### src/rtl/lsu_pkg.sv
// Shared types and constants for the data-memory access unit.
package lsu_pkg;

  typedef enum logic [1:0] {S_IDLE, S_ACC0, S_ACC1, S_RESP} state_t;
  typedef enum logic [1:0] {SZ_B, SZ_H, SZ_W} size_t;

  // One-hot bit positions within iLoadTypes[3:1], iULoadTypes[2:1], iStoreTypes[3:1]
  localparam int LD_LB   = 1;
  localparam int LD_LH   = 2;
  localparam int LD_LW   = 3;
  localparam int ULD_LBU = 1;
  localparam int ULD_LHU = 2;
  localparam int ST_SB   = 1;
  localparam int ST_SH   = 2;
  localparam int ST_SW   = 3;

  localparam logic [3:0] SIZE_MASK_B = 4'b0001;
  localparam logic [3:0] SIZE_MASK_H = 4'b0011;
  localparam logic [3:0] SIZE_MASK_W = 4'b1111;

  function automatic logic [3:0] size_mask(size_t s);
    case (s)
      SZ_B:    return SIZE_MASK_B;
      SZ_H:    return SIZE_MASK_H;
      default: return SIZE_MASK_W;
    endcase
  endfunction

  function automatic logic [2:0] size_bytes(size_t s);
    case (s)
      SZ_B:    return 3'd1;
      SZ_H:    return 3'd2;
      default: return 3'd4;
    endcase
  endfunction

endpackage

### src/rtl/byte_lane_align.sv
// Byte-lane steering for one bus beat: byte enables, write-data shift and
// read-lane extraction toward the low bytes of the assembled result.
module byte_lane_align
  import lsu_pkg::*;
(
  input  size_t       i_size,
  input  logic [1:0]  i_off,
  input  logic        i_beat1,
  input  logic [31:0] i_wdata,
  input  logic [31:0] i_rdata,
  output logic [3:0]  o_be,
  output logic [31:0] o_wdata,
  output logic [31:0] o_rlane
);

  logic [2:0] w_inv;
  logic [5:0] w_sh0;
  logic [5:0] w_sh1;

  assign w_inv = 3'd4 - {1'b0, i_off};
  assign w_sh0 = {1'b0, i_off, 3'b000};
  assign w_sh1 = {w_inv, 3'b000};

  // Beat 1 carries the bytes that spilled past lane 3 of beat 0
  always_comb begin
    if (i_beat1) begin
      o_be    = size_mask(i_size) >> w_inv;
      o_wdata = i_wdata >> w_sh1;
      o_rlane = i_rdata << w_sh1;
    end else begin
      o_be    = size_mask(i_size) << i_off;
      o_wdata = i_wdata << w_sh0;
      o_rlane = i_rdata >> w_sh0;
    end
  end

endmodule

### src/rtl/data_mem_access.sv
// CPU load/store to word-addressed data memory: one or two bus beats per
// access, byte enables, and sign/zero extension of the load result.
module data_mem_access
  import lsu_pkg::*;
#(
  parameter int ADDR_W = 32
) (
  input  logic              iClk,
  input  logic              iRstN,
  input  logic              iReq,
  input  logic [3:1]        iLoadTypes,
  input  logic [2:1]        iULoadTypes,
  input  logic [3:1]        iStoreTypes,
  input  logic [ADDR_W-1:0] iAddr,
  input  logic [31:0]       iWData,
  output logic              oBusy,
  output logic              oDone,
  output logic [31:0]       oRData,
  output logic              oFault,
  output logic              oMemReq,
  output logic              oMemWe,
  output logic [ADDR_W-3:0] oMemAddr,
  output logic [3:0]        oMemBe,
  output logic [31:0]       oMemWData,
  input  logic              iMemAck,
  input  logic [31:0]       iMemRData
);

  state_t              r_state;
  size_t               r_size;
  logic [1:0]          r_off;
  logic [ADDR_W-3:0]   r_word;
  logic [31:0]         r_wdata;
  logic [31:0]         r_acc;
  logic                r_store;
  logic                r_uns;
  logic                r_split;

  logic                w_legal;
  size_t               w_in_size;
  logic                w_in_split;
  logic [3:0]          w_be;
  logic [31:0]         w_wdata;
  logic [31:0]         w_rlane;
  logic [31:0]         w_asm;
  logic [31:0]         w_ext;

  assign w_legal = $onehot({iStoreTypes, iULoadTypes, iLoadTypes});

  always_comb begin
    if (iLoadTypes[LD_LW] || iStoreTypes[ST_SW])
      w_in_size = SZ_W;
    else if (iLoadTypes[LD_LH] || iULoadTypes[ULD_LHU] || iStoreTypes[ST_SH])
      w_in_size = SZ_H;
    else
      w_in_size = SZ_B;
  end

  assign w_in_split = ({1'b0, iAddr[1:0]} + size_bytes(w_in_size)) > 3'd4;

  byte_lane_align u_align (
    .i_size  (r_size),
    .i_off   (r_off),
    .i_beat1 (r_state == S_ACC1),
    .i_wdata (r_wdata),
    .i_rdata (iMemRData),
    .o_be    (w_be),
    .o_wdata (w_wdata),
    .o_rlane (w_rlane)
  );

  assign w_asm = (r_state == S_ACC1) ? (r_acc | w_rlane) : w_rlane;

  always_comb begin
    w_ext = w_asm;
    case (r_size)
      SZ_B:    w_ext = r_uns ? {24'd0, w_asm[7:0]}  : {{24{w_asm[7]}}, w_asm[7:0]};
      SZ_H:    w_ext = r_uns ? {16'd0, w_asm[15:0]} : {{16{w_asm[15]}}, w_asm[15:0]};
      default: w_ext = w_asm;
    endcase
    if (r_store) w_ext = 32'd0;
  end

  assign oBusy     = (r_state != S_IDLE);
  assign oMemWe    = oMemReq & r_store;
  assign oMemAddr  = oMemReq ? r_word : '0;
  assign oMemBe    = oMemReq ? w_be : 4'd0;
  assign oMemWData = oMemWe ? w_wdata : 32'd0;

  always_ff @(posedge iClk or negedge iRstN) begin
    if (!iRstN) begin
      r_state <= S_IDLE;
      r_size  <= SZ_B;
      r_off   <= 2'd0;
      r_word  <= '0;
      r_wdata <= 32'd0;
      r_acc   <= 32'd0;
      r_store <= 1'b0;
      r_uns   <= 1'b0;
      r_split <= 1'b0;
      oMemReq <= 1'b0;
      oDone   <= 1'b0;
      oRData  <= 32'd0;
      oFault  <= 1'b0;
    end else begin
      oDone  <= 1'b0;
      oRData <= 32'd0;
      oFault <= 1'b0;
      case (r_state)
        S_IDLE: begin
          if (iReq) begin
            r_size  <= w_in_size;
            r_off   <= iAddr[1:0];
            r_word  <= iAddr[ADDR_W-1:2];
            r_wdata <= iWData;
            r_store <= |iStoreTypes;
            r_uns   <= |iULoadTypes;
            r_split <= w_in_split;
            r_acc   <= 32'd0;
            if (w_legal) begin
              r_state <= S_ACC0;
              oMemReq <= 1'b1;
            end else begin
              r_state <= S_RESP;
              oDone   <= 1'b1;
              oFault  <= 1'b1;
            end
          end
        end
        S_ACC0: begin
          if (iMemAck) begin
            r_acc <= w_rlane;
            if (r_split) begin
              r_state <= S_ACC1;
              r_word  <= r_word + 1'b1;
            end else begin
              r_state <= S_RESP;
              oMemReq <= 1'b0;
              oDone   <= 1'b1;
              oRData  <= w_ext;
            end
          end
        end
        S_ACC1: begin
          if (iMemAck) begin
            r_state <= S_RESP;
            oMemReq <= 1'b0;
            oDone   <= 1'b1;
            oRData  <= w_ext;
          end
        end
        default: r_state <= S_IDLE;
      endcase
    end
  end

endmodule

### config.mk
export PLATFORM = sky130hd
export DESIGN_NAME = data_mem_access
export DESIGN_NICKNAME = d
export VERILOG_FILES = /design/src/rtl/lsu_pkg.sv /design/src/rtl/byte_lane_align.sv /design/src/rtl/data_mem_access.sv
export SDC_FILE = /design/constraint.sdc
export NUM_CORES = 1
export LEC_CHECK = 0
export CAP_MARGIN = 25
export CORE_MARGIN = 3
export CORE_UTILIZATION = 55
export DETAILED_ROUTE_END_ITERATION = 7
export PLACE_DENSITY_LB_ADDON = 0.1
export SLEW_MARGIN = 15
export SYNTH_ARGS = -nofsm -noshare
export SYNTH_HDL_FRONTEND = slang
export SYNTH_SLANG_ARGS = --single-unit
### constraint.sdc
create_clock -name iClk -period 5.68 [get_ports iClk]
set_input_delay 1.136 -clock iClk [delete_from_list [all_inputs] [get_ports iClk]]
set_output_delay 1.136 -clock iClk [all_outputs]
set_load 0.02 [all_outputs]
==> out/summary.json, run 1 <==
{
  "min_to": {"value": "r_acc[10]$_DFFE_PN0P_"},
  "cts.repair.resized": {"value": 0},
  "synth-warning-count": {"value": 0},
  "rr_endpoint": {"value": "oRData[8]$_DFF_PN0_"},
  "postLayoutSetupSlackWorst": {"value": 0.789, "unit": "ns"},
  "insertion_delay": {"value": 0.43, "unit": "ns"},
  "post_cts_clock_slew_at_the_launch_and_capture_registers_of_the_worst_setup_and_hold_paths": {"value": 0.06, "unit": "ns"},
  "area_growth": {"value": 31.1, "unit": "%"},
  "synth_top_area_cell": {"value": "sky130_fd_sc_hd__dfrtp_1"},
  "regToRegStartpoint": {"value": "r_off[0]$_DFFE_PN0P_"},
  "cts_post_setup_buffers_inserted": {"value": 0},
  "worst_clock_skew": {"value": 0.00860, "unit": "ns"},
  "worst_tran_pin_value": {"value": 1.01, "unit": "ns"},
  "synthArstFlopShare": {"value": 100, "unit": "%"},
  "r2r.worst_path.cells": {"value": 6},
  "drt_pass1_iterations": {"value": 7},
  "totalPowerFinal": {"value": 7120, "unit": "uW"},
  "number_of_pins_exceeding_their_max_slew_limit_in_the_final_report": {"value": 0},
  "wl_per_cell": {"value": 19.7, "unit": "um"},
  "gr-usage-met3": {"value": 6.54, "unit": "%"},
  "die_y": {"value": 133, "unit": "um"},
  "gp_congestion": {"value": 0.935},
  "max-vdd-ir-drop": {"value": 0.359, "unit": "mV"},
  "synth-seq-area-share": {"value": 39.0, "unit": "%"},
  "unrepaired_setup_endpoints_after_global_routing": {"value": "false"},
  "power.density_cell_area": {"value": 612, "unit": "mW/mm^2"},
  "final_hold_viol_count": {"value": 0},
  "num_antenna_cells": {"value": 0},
  "finish_stage_setup_viols": {"value": 0},
  "antenna_found_initial": {"value": 0},
  "post-synth-top-area-fraction": {"value": 39.0, "unit": "%"},
  "cells_taking_the_most_area_after_synthesis": {"value": "sky130_fd_sc_hd__dfrtp_1 39%, sky130_fd_sc_hd__mux2i_1 9.4%, sky130_fd_sc_hd__o21ai_0 5.2%"},
  "die_extent_in_x": {"value": 133, "unit": "um"},
  "vias_in_the_first_global_route": {"value": 8451},
  "synth_cell_types": {"value": 62},
  "grt_remaining_overflow": {"value": 0},
  "grt-busiest-layer": {"value": "met2"},
  "effective_utilization_at_floorplan": {"value": 57.2, "unit": "%"},
  "detail_route.wirelength": {"value": 27400, "unit": "um"},
  "synth.net_count": {"value": 1124},
  "critPathMaxFanout": {"value": 30},
  "grt_util_met1": {"value": 41.9, "unit": "%"},
  "synth_ff_type": {"value": "sky130_fd_sc_hd__dfrtp_1"},
  "timing.setup.critical_path_class": {"value": "reg -> out"},
  "cpMaxStageDelayCell": {"value": "sky130_fd_sc_hd__nor3b_1"},
  "post-route-period-util": {"value": 86.1, "unit": "%"},
  "dr.first_iter.drc_count": {"value": 957},
  "grt_use_total": {"value": 30.4, "unit": "%"},
  "max_freq": {"value": 204, "unit": "MHz"},
  "drt_drc_violations_left": {"value": 0},
  "postCtsHoldBufs": {"value": 0},
  "max_stage_delay": {"value": 0.69, "unit": "ns"},
  "cts_buffers": {"value": 17},
  "worst-r2r-setup-slack": {"value": 2.44, "unit": "ns"},
  "dpl.cell_count": {"value": 1361},
  "hpwlAfterDp": {"value": 18300, "unit": "um"},
  "tritoncts": {"value": "done"},
  "cts_root_buf": {"value": "sky130_fd_sc_hd__clkbuf_16"},
  "min-delay-path-class": {"value": "reg -> reg"},
  "final_net_count": {"value": 1292},
  "hold-path-cell-count": {"value": 2},
  "cts.htree.levels": {"value": 4},
  "outcome": {"value": "finished, final reports clean"},
  "vias_post_dr": {"value": 8871},
  "core.rowCount": {"value": 45},
  "drtAntennaViolNets": {"value": 0},
  "cp_delay_by_family_top": {"value": "buffers and inverters"},
  "numClockSinks": {"value": 138},
  "number_of_max_cap_violations": {"value": 0},
  "pleak": {"value": 0.00488, "unit": "uW"},
  "grt_util_met2": {"value": 46.6, "unit": "%"},
  "avgSynthCellArea": {"value": 8.85, "unit": "sq um"},
  "place_worst_setup_slack": {"value": 0.384, "unit": "ns"},
  "critPathLaunchType": {"value": "flop"},
  "synth-edff-count": {"value": 0},
  "layout_min_cycle_time": {"value": 4.89, "unit": "ns"},
  "slew-limit-headroom": {"value": 32.6, "unit": "%"},
  "critPathBufInv": {"value": 3},
  "core": {"value": 0.0155, "unit": "sq mm"},
  "yosys_register_bits": {"value": 138},
  "critical_path.cell_chain": {"value": "clkinv_1 -> ha_1 -> nor3b_1 -> buf_4 -> nand3_1 -> a21oi_1 -> clkdlybuf4s50_1"},
  "share_of_cells_above_drive_strength_1": {"value": 8.97, "unit": "%"},
  "min-delay-start": {"value": "r_acc[10]$_DFFE_PN0P_"},
  "io_pins": {"value": 211},
  "mappedNetlistArea": {"value": 0.00886, "unit": "sq mm"},
  "grt_max_degree": {"value": 96},
  "avg_vias_per_cell": {"value": 6.37},
  "setup.worst_path.end_class": {"value": "primary output"},
  "arrival_time_at_the_worst_endpoint": {"value": 3.75, "unit": "ns"},
  "floorplan.die_area": {"value": 0.0177, "unit": "sq mm"},
  "grt_first_pass_wirelength": {"value": 43600, "unit": "um"},
  "postSynthCellCount": {"value": 1001},
  "portBuffers": {"value": 210},
  "clock_tree.buffer_depth": {"value": 2},
  "worst-endpoint-required": {"value": 4.54, "unit": "ns"},
  "worst_setup_path_startpoint": {"value": "r_off[0]$_DFFE_PN0P_"},
  "fin_cells": {"value": 1393},
  "setup_total_negative_slack": {"value": 0, "unit": "ns"}
}
## cell families after synthesis
family | share of synthesized area, %
buffers and inverters | 5.08
multiplexers | 14.1
AO/OA/AOI/OAI | 22.7
adder cells (fa/ha/maj) | 2.54
AND/OR/NAND/NOR | 16.5
flip-flops | 39.0
XOR/XNOR | 0.0988
## through the flow
step,instance area [sq um],hold slack [ns],utilization (%)
floorplan,8860,0.445,-
global placement,11100,0.460,71.4
detailed placement,11100,0.471,71.5
CTS,11600,0.486,75.0
global route,11600,0.498,75.0
finish,11600,0.485,75.0
## synth_stat cells, drive strengths merged (7+ instances only)
master	instances
o31ai	8
o221ai	10
nand2	111
nand4	9
ha	10
buf	23
a221oi	9
and3	10
nand3	22
o22ai	18
mux2	37
nor2	63
nor3	22
a31oi	7
a22oi	8
mux2i	83
clkbuf	55
inv	33
o22a	8
a32oi	11
a32o	18
a21oi	83
o21ai	93
dfrtp	138
and2	32
## cells in the final DEF, fill, tap and decap left out, types with 9 or more instances in the layout
| cell | Yosys | final |
|---|---|---|
| sky130_fd_sc_hd__a21oi_1 | 83 | 83 |
| sky130_fd_sc_hd__a221oi_1 | 9 | 9 |
| sky130_fd_sc_hd__a32o_1 | 18 | 18 |
| sky130_fd_sc_hd__a32oi_1 | 11 | 11 |
| sky130_fd_sc_hd__and2_1 | 32 | 32 |
| sky130_fd_sc_hd__and3_1 | 10 | 10 |
| sky130_fd_sc_hd__buf_4 | 0 | 16 |
| sky130_fd_sc_hd__clkbuf_16 | 0 | 17 |
| sky130_fd_sc_hd__clkdlybuf4s50_1 | 0 | 209 |
| sky130_fd_sc_hd__dfrtp_1 | 138 | 136 |
| sky130_fd_sc_hd__ha_1 | 10 | 9 |
| sky130_fd_sc_hd__inv_1 | 33 | 33 |
| sky130_fd_sc_hd__mux2_2 | 37 | 37 |
| sky130_fd_sc_hd__mux2i_1 | 83 | 83 |
| sky130_fd_sc_hd__nand2_1 | 111 | 110 |
| sky130_fd_sc_hd__nand3_1 | 22 | 22 |
| sky130_fd_sc_hd__nand4_1 | 9 | 9 |
| sky130_fd_sc_hd__nor2_1 | 63 | 63 |
| sky130_fd_sc_hd__nor3_1 | 22 | 22 |
| sky130_fd_sc_hd__o21ai_0 | 92 | 92 |
| sky130_fd_sc_hd__o221ai_1 | 10 | 10 |
| sky130_fd_sc_hd__o22ai_1 | 18 | 18 |
## flip-flops by register name, summed over array words and instances, names as in the netlist, 2 cells and up
name     flops
r_off        2
r_wdata     32
r_state      2
r_word      30
r_acc       32
oRData      32
r_size       2
## worst register-to-register path, cell delays in order (launching register included)
cell and delay, ns:
sky130_fd_sc_hd__dfrtp_4 0.67, sky130_fd_sc_hd__buf_4 0.80, sky130_fd_sc_hd__mux2i_1 0.22, sky130_fd_sc_hd__a22o_1 0.30, sky130_fd_sc_hd__or4_1 0.68, sky130_fd_sc_hd__a31o_1 0.34, sky130_fd_sc_hd__a31oi_1 0.16
## worst max path at each step
| stage | endpoint | depth (start not counted) |
|---|---|---|
| final | oMemWData[15] | 7 |
| after global routing | oMemReq$_DFFE_PN0P_ | 14 |
| after CTS | oMemReq$_DFFE_PN0P_ | 14 |
| after detailed placement | oMemReq$_DFFE_PN0P_ | 14 |
| after global placement | oMemReq$_DFFE_PN0P_ | 14 |
| after floorplan | oMemReq$_DFFE_PN0P_ | 13 |
## power by group
group          leakage [uW]  internal (uW)  switching (uW)
registers           0.00176           1370             496
logic               0.00285           1770            2430
clock network      0.000272            575             477
## layout make-up
class	instances	area, sq um
fillers	1141	3860
inverters	35	131
clock buffers	17	425
clock inverters	15	129
flip-flops and latches	138	3460
multi-input cells	750	4970
repair buffers	227	2240
well taps	211	264
## per-layer routing
metal  wire [um]  vias to the layer above
met5           0                        -
li1            -                     4029
met2       12400                      520
met4         838                        0
met1       11600                     4260
met3        2570                       62
No activity file was read; power rests on OpenSTA's default activity.
==> inputs of run 2 (changes only) <==
--- a/config.mk
+++ b/config.mk
@@ -9,6 +9,7 @@
 export CORE_MARGIN = 3
 export CORE_UTILIZATION = 55
 export DETAILED_ROUTE_END_ITERATION = 7
+export HOLD_SLACK_MARGIN = 0.06
 export PLACE_DENSITY_LB_ADDON = 0.1
 export SLEW_MARGIN = 15
 export SYNTH_ARGS = -nofsm -noshare
==> results of run 2 <==
Same layout as run 1: the final DEF is identical, and so are final timing and power.
